==> config.mk <==
export PLATFORM = sky130hd
export DESIGN_NAME = rggen_apb_request_bridge_flat
export DESIGN_NICKNAME = d
export VERILOG_FILES = /design/src/rtl/rggen_apb_request_bridge_if.sv /design/src/rtl/rggen_apb_request_bridge.sv /design/src/flat_wrapper.sv
export SDC_FILE = /design/constraint.sdc
export NUM_CORES = 1
export LEC_CHECK = 0
export ABC_CLOCK_PERIOD_IN_PS = 6050
export CORE_UTILIZATION = 47
export CTS_BUF_LIST = sky130_fd_sc_hd__clkbuf_4
export DETAILED_ROUTE_END_ITERATION = 8
export PLACE_DENSITY = 0.95
export SYNTH_ARGS = -nofsm -noshare
export SYNTH_HDL_FRONTEND = slang
export SYNTH_SLANG_ARGS = --single-unit
==> constraint.sdc <==
create_clock -name i_clk -period 6.05 [get_ports i_clk]
set_input_delay 0.605 -clock i_clk [delete_from_list [all_inputs] [get_ports i_clk]]
set_output_delay 0.605 -clock i_clk [all_outputs]
set_load 0.1 [all_outputs]
==> src/rtl/rggen_apb_request_bridge_if.sv <==
// Request/response stream and APB4 bundle for rggen_apb_request_bridge.
// The slave modport is the bridge's own view (it accepts requests and drives APB);
// the master modport is the surrounding environment's view.
interface rggen_apb_request_bridge_if #(
  parameter int ADDRESS_WIDTH = 8,
  parameter int BUS_WIDTH     = 32
);
  logic                     i_req_valid;
  logic                     o_req_ready;
  logic                     i_req_write;
  logic [ADDRESS_WIDTH-1:0] i_req_address;
  logic [BUS_WIDTH-1:0]     i_req_data;
  logic [BUS_WIDTH/8-1:0]   i_req_strobe;
  logic                     o_rsp_valid;
  logic                     i_rsp_ready;
  logic [BUS_WIDTH-1:0]     o_rsp_data;
  logic                     o_rsp_error;
  logic                     o_rsp_timeout;
  logic                     o_psel;
  logic                     o_penable;
  logic [ADDRESS_WIDTH-1:0] o_paddr;
  logic                     o_pwrite;
  logic [BUS_WIDTH-1:0]     o_pwdata;
  logic [BUS_WIDTH/8-1:0]   o_pstrb;
  logic                     i_pready;
  logic [BUS_WIDTH-1:0]     i_prdata;
  logic                     i_pslverr;

  modport slave (
    input  i_req_valid, i_req_write, i_req_address, i_req_data, i_req_strobe,
    input  i_rsp_ready, i_pready, i_prdata, i_pslverr,
    output o_req_ready, o_rsp_valid, o_rsp_data, o_rsp_error, o_rsp_timeout,
    output o_psel, o_penable, o_paddr, o_pwrite, o_pwdata, o_pstrb
  );

  modport master (
    output i_req_valid, i_req_write, i_req_address, i_req_data, i_req_strobe,
    output i_rsp_ready, i_pready, i_prdata, i_pslverr,
    input  o_req_ready, o_rsp_valid, o_rsp_data, o_rsp_error, o_rsp_timeout,
    input  o_psel, o_penable, o_paddr, o_pwrite, o_pwdata, o_pstrb
  );
endinterface

==> src/rtl/rggen_apb_request_bridge.sv <==
// rggen_apb_request_bridge: converts a valid/ready request stream into single
// outstanding APB4 transfers and returns one response per request.
// Optional access timeout: define RGGEN_APB_REQUEST_BRIDGE_TIMEOUT_EN.
//
// Handshake semantics (request and response streams alike): a beat transfers on
// a rising clock edge where valid && ready are both 1. The producer holds valid
// and its payload stable until that edge; ready never depends combinationally
// on valid (both ready and valid outputs here are registered).
module rggen_apb_request_bridge #(
  parameter int ADDRESS_WIDTH  = 8,
  parameter int BUS_WIDTH      = 32,
  parameter int TIMEOUT_CYCLES = 16
) (
  input  logic                             i_clk,
  input  logic                             i_rst,
  rggen_apb_request_bridge_if.slave        bus,
  output logic [1:0]                       o_dbg_state
);
  localparam int STRB_WIDTH = BUS_WIDTH / 8;
  localparam int ADDR_LSB   = $clog2(STRB_WIDTH);
  localparam logic [ADDRESS_WIDTH-1:0] ADDR_MASK = {ADDRESS_WIDTH{1'b1}} << ADDR_LSB;

  typedef enum logic [1:0] {
    IDLE     = 2'd0,
    SETUP    = 2'd1,
    ACCESS   = 2'd2,
    RESPONSE = 2'd3
  } state_e;

  state_e                   state_q;
  logic                     req_ready_q;
  logic                     psel_q;
  logic                     penable_q;
  logic [ADDRESS_WIDTH-1:0] paddr_q;
  logic                     pwrite_q;
  logic [BUS_WIDTH-1:0]     pwdata_q;
  logic [STRB_WIDTH-1:0]    pstrb_q;
  logic                     rsp_valid_q;
  logic [BUS_WIDTH-1:0]     rsp_data_q;
  logic                     rsp_error_q;
  logic                     rsp_timeout_q;

  // Next values for captured request fields and the completion payload.
  logic [ADDRESS_WIDTH-1:0] paddr_d;
  logic [BUS_WIDTH-1:0]     pwdata_d;
  logic [STRB_WIDTH-1:0]    pstrb_d;
  logic [BUS_WIDTH-1:0]     rsp_data_d;
  logic                     timeout_expire_d;

  // Paddr is bus-aligned; reads carry no write data or strobes.
  assign paddr_d    = bus.i_req_address & ADDR_MASK;
  assign pwdata_d   = bus.i_req_write ? bus.i_req_data   : '0;
  assign pstrb_d    = bus.i_req_write ? bus.i_req_strobe : '0;
  // Read data is only returned for error-free reads.
  assign rsp_data_d = (!pwrite_q && !bus.i_pslverr) ? bus.i_prdata : '0;

`ifdef RGGEN_APB_REQUEST_BRIDGE_TIMEOUT_EN
  localparam int WAIT_WIDTH = $clog2(TIMEOUT_CYCLES + 1);
  logic [WAIT_WIDTH-1:0] wait_q;

  // Expiry is the ACCESS cycle that would bring the count to TIMEOUT_CYCLES.
  assign timeout_expire_d = (wait_q == WAIT_WIDTH'(TIMEOUT_CYCLES - 1));

  // Wait counter: cleared while in SETUP (entry to ACCESS), counts stalled ACCESS cycles.
  always_ff @(posedge i_clk or posedge i_rst) begin
    if (i_rst) begin
      wait_q <= '0;
    end else if (state_q == SETUP) begin
      wait_q <= '0;
    end else if (state_q == ACCESS && !bus.i_pready) begin
      wait_q <= wait_q + 1'b1;
    end
  end
`else
  assign timeout_expire_d = 1'b0;
  logic unused_timeout_cfg;
  assign unused_timeout_cfg = ^TIMEOUT_CYCLES;
`endif

  // Transfer FSM; every bus and response output is a register driven here.
  always_ff @(posedge i_clk or posedge i_rst) begin
    if (i_rst) begin
      state_q       <= IDLE;
      req_ready_q   <= 1'b1;
      psel_q        <= 1'b0;
      penable_q     <= 1'b0;
      paddr_q       <= '0;
      pwrite_q      <= 1'b0;
      pwdata_q      <= '0;
      pstrb_q       <= '0;
      rsp_valid_q   <= 1'b0;
      rsp_data_q    <= '0;
      rsp_error_q   <= 1'b0;
      rsp_timeout_q <= 1'b0;
    end else begin
      case (state_q)
        IDLE: begin
          if (bus.i_req_valid && req_ready_q) begin
            state_q     <= SETUP;
            req_ready_q <= 1'b0;
            psel_q      <= 1'b1;
            paddr_q     <= paddr_d;
            pwrite_q    <= bus.i_req_write;
            pwdata_q    <= pwdata_d;
            pstrb_q     <= pstrb_d;
          end
        end
        SETUP: begin
          state_q   <= ACCESS;
          penable_q <= 1'b1;
        end
        ACCESS: begin
          if (bus.i_pready) begin
            state_q       <= RESPONSE;
            psel_q        <= 1'b0;
            penable_q     <= 1'b0;
            rsp_valid_q   <= 1'b1;
            rsp_data_q    <= rsp_data_d;
            rsp_error_q   <= bus.i_pslverr;
            rsp_timeout_q <= 1'b0;
          end else if (timeout_expire_d) begin
            state_q       <= RESPONSE;
            psel_q        <= 1'b0;
            penable_q     <= 1'b0;
            rsp_valid_q   <= 1'b1;
            rsp_data_q    <= '0;
            rsp_error_q   <= 1'b1;
            rsp_timeout_q <= 1'b1;
          end
        end
        RESPONSE: begin
          if (bus.i_rsp_ready) begin
            state_q       <= IDLE;
            req_ready_q   <= 1'b1;
            rsp_valid_q   <= 1'b0;
            rsp_data_q    <= '0;
            rsp_error_q   <= 1'b0;
            rsp_timeout_q <= 1'b0;
          end
        end
        default: state_q <= IDLE;
      endcase
    end
  end

  assign bus.o_req_ready   = req_ready_q;
  assign bus.o_psel        = psel_q;
  assign bus.o_penable     = penable_q;
  assign bus.o_paddr       = paddr_q;
  assign bus.o_pwrite      = pwrite_q;
  assign bus.o_pwdata      = pwdata_q;
  assign bus.o_pstrb       = pstrb_q;
  assign bus.o_rsp_valid   = rsp_valid_q;
  assign bus.o_rsp_data    = rsp_data_q;
  assign bus.o_rsp_error   = rsp_error_q;
  assign bus.o_rsp_timeout = rsp_timeout_q;
  assign o_dbg_state       = state_q;
endmodule

==> src/flat_wrapper.sv <==
// flat-port wrapper written by rule: the top's interface ports become plain ports
module rggen_apb_request_bridge_flat 
#(
  parameter int ADDRESS_WIDTH  = 8,
  parameter int BUS_WIDTH      = 32,
  parameter int TIMEOUT_CYCLES = 16
)
  (i_clk, i_rst, o_dbg_state, bus_i_req_valid, bus_i_req_write, bus_i_req_address, bus_i_req_data, bus_i_req_strobe, bus_i_rsp_ready, bus_i_pready, bus_i_prdata, bus_i_pslverr, bus_o_req_ready, bus_o_rsp_valid, bus_o_rsp_data, bus_o_rsp_error, bus_o_rsp_timeout, bus_o_psel, bus_o_penable, bus_o_paddr, bus_o_pwrite, bus_o_pwdata, bus_o_pstrb);
  rggen_apb_request_bridge_if #(.ADDRESS_WIDTH(ADDRESS_WIDTH), .BUS_WIDTH(BUS_WIDTH)) bus_i ();
  input  logic i_clk;
  input  logic i_rst;
  output logic [1:0] o_dbg_state;
  input wire logic [$bits(bus_i.i_req_valid)-1:0] bus_i_req_valid;
  input wire logic [$bits(bus_i.i_req_write)-1:0] bus_i_req_write;
  input wire logic [$bits(bus_i.i_req_address)-1:0] bus_i_req_address;
  input wire logic [$bits(bus_i.i_req_data)-1:0] bus_i_req_data;
  input wire logic [$bits(bus_i.i_req_strobe)-1:0] bus_i_req_strobe;
  input wire logic [$bits(bus_i.i_rsp_ready)-1:0] bus_i_rsp_ready;
  input wire logic [$bits(bus_i.i_pready)-1:0] bus_i_pready;
  input wire logic [$bits(bus_i.i_prdata)-1:0] bus_i_prdata;
  input wire logic [$bits(bus_i.i_pslverr)-1:0] bus_i_pslverr;
  output wire logic [$bits(bus_i.o_req_ready)-1:0] bus_o_req_ready;
  output wire logic [$bits(bus_i.o_rsp_valid)-1:0] bus_o_rsp_valid;
  output wire logic [$bits(bus_i.o_rsp_data)-1:0] bus_o_rsp_data;
  output wire logic [$bits(bus_i.o_rsp_error)-1:0] bus_o_rsp_error;
  output wire logic [$bits(bus_i.o_rsp_timeout)-1:0] bus_o_rsp_timeout;
  output wire logic [$bits(bus_i.o_psel)-1:0] bus_o_psel;
  output wire logic [$bits(bus_i.o_penable)-1:0] bus_o_penable;
  output wire logic [$bits(bus_i.o_paddr)-1:0] bus_o_paddr;
  output wire logic [$bits(bus_i.o_pwrite)-1:0] bus_o_pwrite;
  output wire logic [$bits(bus_i.o_pwdata)-1:0] bus_o_pwdata;
  output wire logic [$bits(bus_i.o_pstrb)-1:0] bus_o_pstrb;
  assign bus_i.i_req_valid = bus_i_req_valid;
  assign bus_i.i_req_write = bus_i_req_write;
  assign bus_i.i_req_address = bus_i_req_address;
  assign bus_i.i_req_data = bus_i_req_data;
  assign bus_i.i_req_strobe = bus_i_req_strobe;
  assign bus_i.i_rsp_ready = bus_i_rsp_ready;
  assign bus_i.i_pready = bus_i_pready;
  assign bus_i.i_prdata = bus_i_prdata;
  assign bus_i.i_pslverr = bus_i_pslverr;
  assign bus_o_req_ready = bus_i.o_req_ready;
  assign bus_o_rsp_valid = bus_i.o_rsp_valid;
  assign bus_o_rsp_data = bus_i.o_rsp_data;
  assign bus_o_rsp_error = bus_i.o_rsp_error;
  assign bus_o_rsp_timeout = bus_i.o_rsp_timeout;
  assign bus_o_psel = bus_i.o_psel;
  assign bus_o_penable = bus_i.o_penable;
  assign bus_o_paddr = bus_i.o_paddr;
  assign bus_o_pwrite = bus_i.o_pwrite;
  assign bus_o_pwdata = bus_i.o_pwdata;
  assign bus_o_pstrb = bus_i.o_pstrb;
  rggen_apb_request_bridge #(.ADDRESS_WIDTH(ADDRESS_WIDTH), .BUS_WIDTH(BUS_WIDTH), .TIMEOUT_CYCLES(TIMEOUT_CYCLES)) u_core (.i_clk(i_clk), .i_rst(i_rst), .bus(bus_i), .o_dbg_state(o_dbg_state));
endmodule
### Word-level counts from Yosys, hierarchy flattened

Index checks and enable logic that the tools add are counted.
W data, S select, Z words.

* eq/ne operators: 6
* mux-type cells: 23
* reduce and logical (&&, ||, !) cells: 15

Operators by type and width (number)
* $mux W32: 4
* $pmux W32 S2: 1
* $pmux W1 S2: 6
* $reduce_and A3 Y1: 4
* $pmux W2 S4: 1
* $reduce_bool A2 Y1: 4
* $mux W1: 7
* $mux W2: 3
* $eq A2 B2 Y1 const B: 2
* $mux W4: 1
* $ne A2 B2 Y1 const B: 2
* $reduce_and A2 Y1: 2
* $eq A2 B1 Y1 const B: 1
* $logic_and A1 B1 Y1: 2
* $logic_not A1 Y1: 2
* $logic_not A2 Y1: 1
* $ne A2 B1 Y1 const B: 1

* register bits: 83
* input port bits: 83
* output and inout bits: 85

### Depth between registers and ports, before layout

* depth in word-level cells: 5
* gate-level depth with buffers: 7
* gate-level depth less buffers: 5

### Worst setup path after synthesis

Ideal clock, no wire load.

* path kind: reg2reg
* start: register u_core.state_q[0] (netlist: u_core.o_dbg_state[0])
* end: register u_core.state_q[1] (netlist: u_core.o_dbg_state[1])
* library setup time: 0.128 ns
* data arrival time: 2.308 ns
* required time: 5.922 ns
* setup slack: 3.613 ns
* stages on the path, launching flop included: 7
* path buffers: 1
* period minus slack after synthesis: 2.437 ns
* cell sequence: dfrtp_1 inv_1 ha_1 nor2b_4 buf_6 a211oi_2 mux2_1

* word-level cells in the longest chain between the ends: 3
* elaborated cells between the ends (all ways): 9
* those cells by class: eq/ne (6); mux (1); reduce/logical (2)

RTL lines
* start, declared: RTL line rggen_apb_request_bridge.sv:30 `state_e state_q;`
* start signal, assigned: RTL line rggen_apb_request_bridge.sv:83 `state_q <= IDLE;`
* start signal, assigned: RTL line rggen_apb_request_bridge.sv:99 `state_q <= SETUP;`
* start signal, assigned: RTL line rggen_apb_request_bridge.sv:109 `state_q <= ACCESS;`
* $eq A2 B2 Y1 or $logic_not A2 Y1 (tied branches): RTL line rggen_apb_request_bridge.sv:96 `case (state_q)`
* $ne A2 B2 Y1 (no source line) or $ne A2 B1 Y1 (tied branches)
* $reduce_and A3 Y1 (no source line)

Several ways; a longest one is shown, not always the timed one.
A chain may end at the register's enable or synchronous reset.

### Final worst setup path

* start: register u_core.req_ready_q (netlist: u_core.bus.o_req_ready)
* end: output bus_o_req_ready

RTL lines
* start, declared: RTL line rggen_apb_request_bridge.sv:31 `logic req_ready_q;`
* start signal, assigned: RTL line rggen_apb_request_bridge.sv:84 `req_ready_q <= 1'b1;`
* start signal, assigned: RTL line rggen_apb_request_bridge.sv:100 `req_ready_q <= 1'b0;`
* start signal, assigned: RTL line rggen_apb_request_bridge.sv:134 `req_ready_q <= 1'b1;`
* end, declared: RTL line flat_wrapper.sv:22 `output wire logic [$bits(bus_i.o_req_ready)-1:0] bus_o_req_ready;`

No word-level cell between the ends.

==> key figures <==
Outcome
  – Status: finished, final reports clean

Critical path
  – Register-to-register setup slack: ~3.3 ns
  – CP arrival: between 2 and 2.5 ns
  – Startpoint types: flop
  – CP Capture Type: output pin
  – CP required: 5.44 ns
  – Largest stage delay, worst path: between 1 and 1.5 ns
  – Crit-path max FO: 5
  – Delay-heaviest family, CP: buffers and inverters
  – Slowest CP cell: clkdlybuf4s50_1
  – Worst-path cell chain: clkdlybuf4s50_1
  – Critical Path Start: u_core.bus.o_req_ready
  – Reg-to-reg critical path startpoint: u_core.o_dbg_state[0]
  – Crit path kind: flop to output pin
  – Worst path buffer plus inverter count: 1

Synth
  – Synth area leader: dfrtp_1
  – Unique masters post-synth: 26
  – Top FF cell, synth: dfrtp_1
  – Most used standard cell by instance count after synthesis: nand2_1
  – Synth top cells by count: nand2_1, dfrtp_1, o21ai_0
  – #FFs+latches synth: 82
  – Post-synth EDFFs: 0
  – Seq/Total Area, Yosys: 0.539
  – Syn avg cell area: 10.4 sq um
  – Cell count after synthesis: roughly 370
  – Yosys warns: 0
  – Cell Area, Synth: about 3800 sq um
  – Share of flip-flops with an asynchronous set or reset: 1.00
  – Largest cells by area after synthesis: dfrtp_1, o31ai_2, nand2_1
  – Top-area cell type share of the netlist area: 0.532

Routing
  – Drt wl/cell: ~15 um
  – 1st-iter DRT viols: around 150
  – Drt via density: approximately 5.1
  – DR pass1 iterations: 5
  – DR DRC count: 0
  – Vias: approximately 3200
  – Final WL: around 9500 um
  – Antenna viol nets, final: 0

Timing
  – Fmax: ~360 MHz
  – Count of pins over their slew limit: 0
  – Worst Tran Pin Value: roughly 1.3 ns
  – Final Hold Viols: 0
  – Setup_tns: 0 ns
  – Setup violators final: 0
  – Worst hold slack: about 0.50 ns
  – Slew headroom: 0.136
  – Clock skew: around 0.012 ns
  – Tcrit/Tclk final: 0.457
  – RSZ-0062 raised after global routing: false
  – Final min period: between 2 and 3 ns

CTS
  – Bufs on Longest Clock Path: 2
  – CTS buffer count: 9
  – H-Tree Depth: 3
  – Worst skew pair latency: ~0.42 ns
  – Clock Sink Count: 82
  – CTS tree: yes
  – Clock Tree Root: clkbuf_4
  – Post-CTS Resized: 0
  – Clock slew at reported path FFs: 0.12 ns
  – Number of setup buffers added after CTS: 0
  – Post-CTS Hold Fix Bufs: 0

GRT
  – GR Util All Layers: 0.236
  – Largest net degree at the start of global routing: 83
  – Vias in the first global route: 3159
  – First-pass GRT wire length: roughly 16000 um
  – Total gr overflow: 0
  – Initial antenna violation count: 0

Final layout
  – Layout cells sized above 1: 0.130
  – Area Overhead vs Synth: 47.4%
  – # fillers: around 560
  – # nets final: 602
  – Ant diodes: 0

Min path
  – HP Class: flop to flop
  – Hold Path Origin: u_core.bus.o_pwdata[24]

Floorplan
  – Initial core utilization: 0.490
  – I/O pins: about 170
  – Die width: ~92 um
  – Row cnt: 32
  – Core area: 7770 sq um
  – DIE AREA: around 8500 sq um
  – Die height: between 90 and 100 um

Run
  – Max Cap Violations: 0

Placement
  – GP Congestion: 0.755
  – Port bufs: approximately 160
  – DP HPWL: roughly 6700 um
## metrics by stage
step	util	setup slack [ns]	cell area (sq um)	cells
6_report	0.723	3.28	5620	619
5_1_grt	0.723	3.03	5620	619
4_1_cts	0.723	3.25	5620	619
3_5_place_dp	0.696	3.07	5410	603
3_3_place_gp	0.696	3.15	5410	603
2_1_floorplan	-	3.34	3820	368
## cell type report
| cell class | count | area, sq um | share of cell area |
|---|---|---|---|
| clock buffers | 9 | 67.6 | 0.0120 |
| clock inverters | 7 | 141 | 0.0252 |
| inverters | 5 | 20.0 | 0.00356 |
| multi-input cells | 248 | 1560 | 0.277 |
| flip-flops and latches | 82 | 2050 | 0.366 |
| well taps | 102 | 128 | 0.0227 |
| repair buffers | 166 | 1650 | 0.294 |
## cells in the final DEF, fill, tap and decap left out, types with 2 or more instances in the layout
master	n
buf_4	4
bufinv_16	4
clkbuf_4	9
clkdlybuf4s50_1	162
clkinv_2	2
conb_1	3
dfrtp_1	81
ha_1	7
inv_1	4
mux2_1	8
mux2i_1	3
nand2_1	108
nor2b_1	3
o21ai_0	35
o21ai_1	32
o21ai_2	7
o31ai_2	33
## final timing paths
kind,end,cells past startpoint
worst max-delay path,bus_o_req_ready,1
worst min-delay path,u_core.bus.o_pwdata[24],2
worst max register to register,u_core.o_dbg_state[1],6
worst min register to register,u_core.bus.o_pwdata[24],2
max in group asynchronous,u_core.bus.o_pwdata[7],3
min in group asynchronous,u_core.bus.o_pwdata[18],3
## logic make-up after synthesis
family | Yosys count | synth area share
AND/OR/NAND/NOR | 115 | 0.121
other | 1 | 0.000984
multiplexers | 12 | 0.0342
flip-flops | 82 | 0.539
AO/OA/AOI/OAI | 111 | 0.222
adder cells (fa/ha/maj) | 7 | 0.0230
buffers and inverters | 38 | 0.0598
## registers in the layout, summed over array words and instances (netlist names)
signal	cells
u_core.bus.o_pwdata	32
u_core.bus.o_psel	1
u_core.bus.o_penable	1
u_core.bus.o_rsp_valid	1
u_core.bus.o_paddr	6
u_core.bus.o_req_ready	1
u_core.bus.o_pstrb	4
u_core.o_dbg_state	2
u_core.bus.o_pwrite	1
u_core.bus.o_rsp_data	32
u_core.bus.o_rsp_error	1
## per-layer routing
layer	wire length, um	GRT usage	up-vias
met5	0	0	-
met4	327	0.102	0
met3	436	0.0522	24
met2	4900	0.409	111
met1	3820	0.283	1507
li1	-	-	1528
## worst reg2reg max path: stages (launching register included)
cell	delay (ns)
dfrtp_1	0.46
inv_1	0.17
ha_1	0.24
nor2b_4	0.76
buf_4	0.58
a211oi_2	0.12
mux2_1	0.33
Power is left out: the tool's default activity adds up to more than one toggle a clock period on the data nets, which glitch-free logic cannot reach.
==> RTL change 1: new RTL, same settings <==
Put one more register stage on the output `o_dbg_state`, without a reset. The value now appears one clock later. The other outputs are not delayed to match.
--- a/src/rtl/rggen_apb_request_bridge.sv
+++ b/src/rtl/rggen_apb_request_bridge.sv
@@ -154,6 +154,8 @@
   assign bus.o_rsp_data    = rsp_data_q;
   assign bus.o_rsp_error   = rsp_error_q;
   assign bus.o_rsp_timeout = rsp_timeout_q;
-  assign o_dbg_state       = state_q;
+  always_ff @(posedge i_clk) begin
+    o_dbg_state <= state_q;
+  end
 endmodule
 
Formal check against the unedited RTL: not equivalent (Yosys sat finds a counterexample within 4 cycles, from zero or initial values and one cycle with i_rst high).
==> RTL change 1 against the unedited design <==
Critical path depth unchanged; wire length unchanged; area after synthesis up 1.1%; critical path type unchanged; sequential cell count up 2; final area up 0.80%; worst setup slack worse by 0.0087 ns.
Power is not shown: default switching activity piles up to over one toggle a cycle in this logic, so the estimate is an artifact.
==> RTL change 1: results <==
{
  "clock_cell_area_share_pct": 3.65,
  "synth.distinct_cells": 27,
  "register_area_sq_um": 2090,
  "max_stage_delay_ns": 1.16,
  "finalNetCount": 605,
  "synth_area_leaders": "dfrtp_1 (53%), o31ai_2 (11%), nand2_1 (11%), o21ai_0 (4.5%), o21ai_1 (4.2%)",
  "tightestPinTransition_ns": 1.20,
  "buffers": 167,
  "place_congestion": 0.731,
  "outcome": "finished, final reports clean",
  "grt_pass1_vias": 3175,
  "async_flop_share_pct": 97.6,
  "multi_input_area_share_pct": 27.5,
  "dpl.hpwl_microns": 6740,
  "grt_usage_pct": 22.6,
  "detail_route.vias_per_cell": 5.09,
  "finalClockSkew_ns": 0.00948,
  "buf_share_pct": 29.3,
  "sequential_cell_total": 84,
  "drt_first_pass_iters": 4,
  "drive_above_1_share_pct": 12.9,
  "fin_cells": 622,
  "grt_pass1_wl_microns": 15000,
  "yosysSeqAreaShare_pct": 54.4,
  "drt_iter0_drc": 147
}
## RTL change 1: cell count changes in the layout (fill, tap and decap cells not counted), sizes merged
cell      unedited run  this run
dfxtp                0         2
buf                  4         5
clkinv               3         2
clkinvlp             1         2
## RTL change 1: cell families after synthesis
kind of cell	synth area share [%]
AND/OR/NAND/NOR	12.0
AO/OA/AOI/OAI	22.0
flip-flops	54.4
buffers and inverters	5.91
multiplexers	3.38
adder cells (fa/ha/maj)	2.27
other	0.0974
## RTL change 1: metal layers
layer | GRT usage (%) | share of wire [%] | vias to the layer above
met5 | 0 | 0 | -
met4 | 11.6 | 3.2 | 0
met3 | 4.19 | 5.6 | 24
met2 | 40.2 | 52 | 97
met1 | 25.7 | 39 | 1503
li1 | - | - | 1540
## RTL change 1: tightest hold or removal path: cells and delay by family, from the launching register on
kind | cells | cell delay [ns]
DFF | 1 | 0.36
AOI/OAI and AO/OA | 1 | 0.06
and+or+nand+nor | 1 | 0.04
## RTL change 1: path summary, 6_finish.rpt
kind                                              start                        end  slack [ns]  cells after the start
worst max register to register        u_core.state_q[0]          u_core.state_q[1]        3.75                      6
min in group asynchronous                         i_rst  u_core.bus.o_rsp_data[24]        0.81                      3
worst max-delay path             u_core.bus.o_req_ready            bus_o_req_ready        3.28                      1
max in group asynchronous                         i_rst   u_core.bus.o_rsp_data[2]        4.58                      3
worst min register to register  u_core.bus.o_pwdata[26]    u_core.bus.o_pwdata[26]        0.50                      2
worst min-delay path            u_core.bus.o_pwdata[26]    u_core.bus.o_pwdata[26]        0.50                      2
## RTL change 1: per-stage QoR
stage	setup slack (ns)	instance area, sq um
2_1_floorplan	3.34	3860
3_3_place_gp	3.56	5460
3_5_place_dp	3.49	5460
4_1_cts	3.24	5660
5_1_grt	3.22	5660
6_report	3.28	5660
==> RTL change 2: new RTL, same settings <==
Without the edit above. Add a define of `RGGEN_APB_REQUEST_BRIDGE_TIMEOUT_EN`.
--- a/src/rtl/rggen_apb_request_bridge.sv
+++ b/src/rtl/rggen_apb_request_bridge.sv
@@ -6,6 +6,8 @@
 // a rising clock edge where valid && ready are both 1. The producer holds valid
 // and its payload stable until that edge; ready never depends combinationally
 // on valid (both ready and valid outputs here are registered).
+`define RGGEN_APB_REQUEST_BRIDGE_TIMEOUT_EN
+
 module rggen_apb_request_bridge #(
   parameter int ADDRESS_WIDTH  = 8,
   parameter int BUS_WIDTH      = 32,
Behaviour: same outputs for any inputs over 10 cycles, from zero or initial values and one cycle with i_rst high; that may be too few to reach the edited logic, so the function may still have changed.
==> RTL change 2 against the unedited design <==
Final area is 1.0% higher; worst setup slack gained 0.012 ns; sequential cell count grew 6; area after synthesis rose by 0.66%; clock skew is 0.0067 ns higher; utilization up 0.37 points; wire length is 4.4% lower; sequential share of layout area up 2.3 points; first-iteration DRC count is 55% lower; via count is 2.1% lower; synthesized cell count up 2.5%.
Power is not shown: default switching activity piles up to over one toggle a cycle in this logic, so the estimate is an artifact.
==> RTL change 2: results <==
{
  "cp_max_fo": 5,
  "drive_above_1_share_pct": 4.82,
  "io_buffers": 163,
  "synthTopCellsByCount": "nand2_1 (104), dfrtp_1 (87), inv_1 (40), mux2i_1 (35), o21ai_1 (23)",
  "worstPathArrival_ns": 2.15,
  "yosysSeqAreaShare_pct": 57.5,
  "grt_max_degree": 89,
  "async_flop_share_pct": 100,
  "ctsResizeCount": 0,
  "drt_first_pass_iters": 4,
  "synth_area_leaders": "dfrtp_1 (57%), nand2_1 (10%), mux2i_1 (9.1%), inv_1 (3.9%), o21ai_1 (3.0%)",
  "synth.distinct_cells": 35,
  "routed_wirelength_microns": 9070,
  "max_stage_delay_ns": 1.14,
  "cts_buffer_depth": 2,
  "r2r_slack_ns": 3.81,
  "clkTransAtPathRegs_ns": 0.14,
  "setup_viol": 0,
  "grt_usage_pct": 22.0,
  "cts_max_level": 3,
  "clockRootBuffer": "clkbuf_4",
  "finalClockSkew_ns": 0.0190,
  "post_cts_buffers": 0,
  "dpl.hpwl_microns": 6700,
  "detail_route.vias_per_cell": 4.84,
  "place_congestion": 0.730,
  "antenna_found_initial": 0,
  "tightestPinTransition_ns": 1.09,
  "finalNetCount": 624,
  "fill_cells": 575,
  "hold_class": "reg2reg",
  "numCtsBuffers": 9,
  "grt_pass1_wl_microns": 14600,
  "diodes": 0,
  "clkLatencyLatePin_ns": 0.41,
  "grt_pass1_vias": 3194,
  "outcome": "finished, final reports clean",
  "cpLargestDelayFamily": "buffers and inverters",
  "drt_iter0_drc": 67,
  "slowest_stage": "clkdlybuf4s50_1"
}
[RTL change 2: cell count changes after synthesis, moves of 6 or more]
| cell | before | now |
|---|---|---|
| buf_6 | 8 | 1 |
| o21ai_1 | 32 | 23 |
| dfrtp_1 | 81 | 87 |
| o21ai_0 | 35 | 17 |
| o31ai_2 | 33 | 0 |
| mux2i_1 | 4 | 35 |
| o21ai_2 | 7 | 0 |
| inv_1 | 5 | 40 |
| nor2_1 | 1 | 9 |
[RTL change 2: path summary, 6_finish.rpt]
| path | cells after the start | to | start |
|---|---|---|---|
| max | 1 | bus_o_req_ready | u_core.bus.o_req_ready |
| min | 2 | u_core.bus.o_pstrb[0] | u_core.bus.o_pstrb[0] |
| max reg2reg | 7 | u_core.bus.o_rsp_error | u_core.wait_q[0] |
| min reg2reg | 2 | u_core.bus.o_pstrb[0] | u_core.bus.o_pstrb[0] |
| max in group asynchronous | 3 | u_core.bus.o_pstrb[2] | i_rst |
| min in group asynchronous | 3 | u_core.bus.o_rsp_data[24] | i_rst |
[RTL change 2: logic make-up after synthesis]
logic type / Yosys count / share of synthesized area [%]
xor gates and xnor gates: 2 / 0.457
buffers and inverters: 61 / 7.37
AOI/OAI and AO/OA: 46 / 6.30
and+or+nand+nor: 125 / 14.0
other: 1 / 0.0978
DFF: 88 / 57.5
adders and majority gates: 7 / 2.28
muxes: 45 / 12.1
[RTL change 2: per-layer routing]
metal,GRT usage (%),part of all wire [%],wire (microns),vias to the layer above
met5,0,0,0,-
met4,9.51,2.0,179,0
met3,5.17,6.2,559,16
met2,39.8,52,4720,112
met1,24.5,40,3610,1479
li1,-,-,-,1497
[RTL change 2: tightest hold or removal path, cell delays in order (launching register included)]
cell     delay (ns)
dfrtp_1        0.37
nand2_1        0.04
o21ai_0        0.06
[RTL change 2: area by class of cell]
class,instances,area share [%]
flip-flops and latches,88,38.8
inverters,40,2.67
multi-input cells,227,24.0
clock inverters,6,1.48
repair buffers,168,29.4
well taps,102,2.25
clock buffers,10,1.32
[RTL change 2: through the flow]
stage | instance area, sq um | hold slack, ns | setup slack, ns | util, % | cells
global placement | 5520 | 0.460 | 3.56 | 70.6 | 625
CTS | 5670 | 0.499 | 3.27 | 72.7 | 641
global route | 5670 | 0.518 | 3.24 | 72.7 | 641
finish | 5670 | 0.495 | 3.30 | 72.7 | 641
detailed placement | 5520 | 0.469 | 3.54 | 70.6 | 625
floorplan | 3840 | 0.513 | 3.17 | - | 376
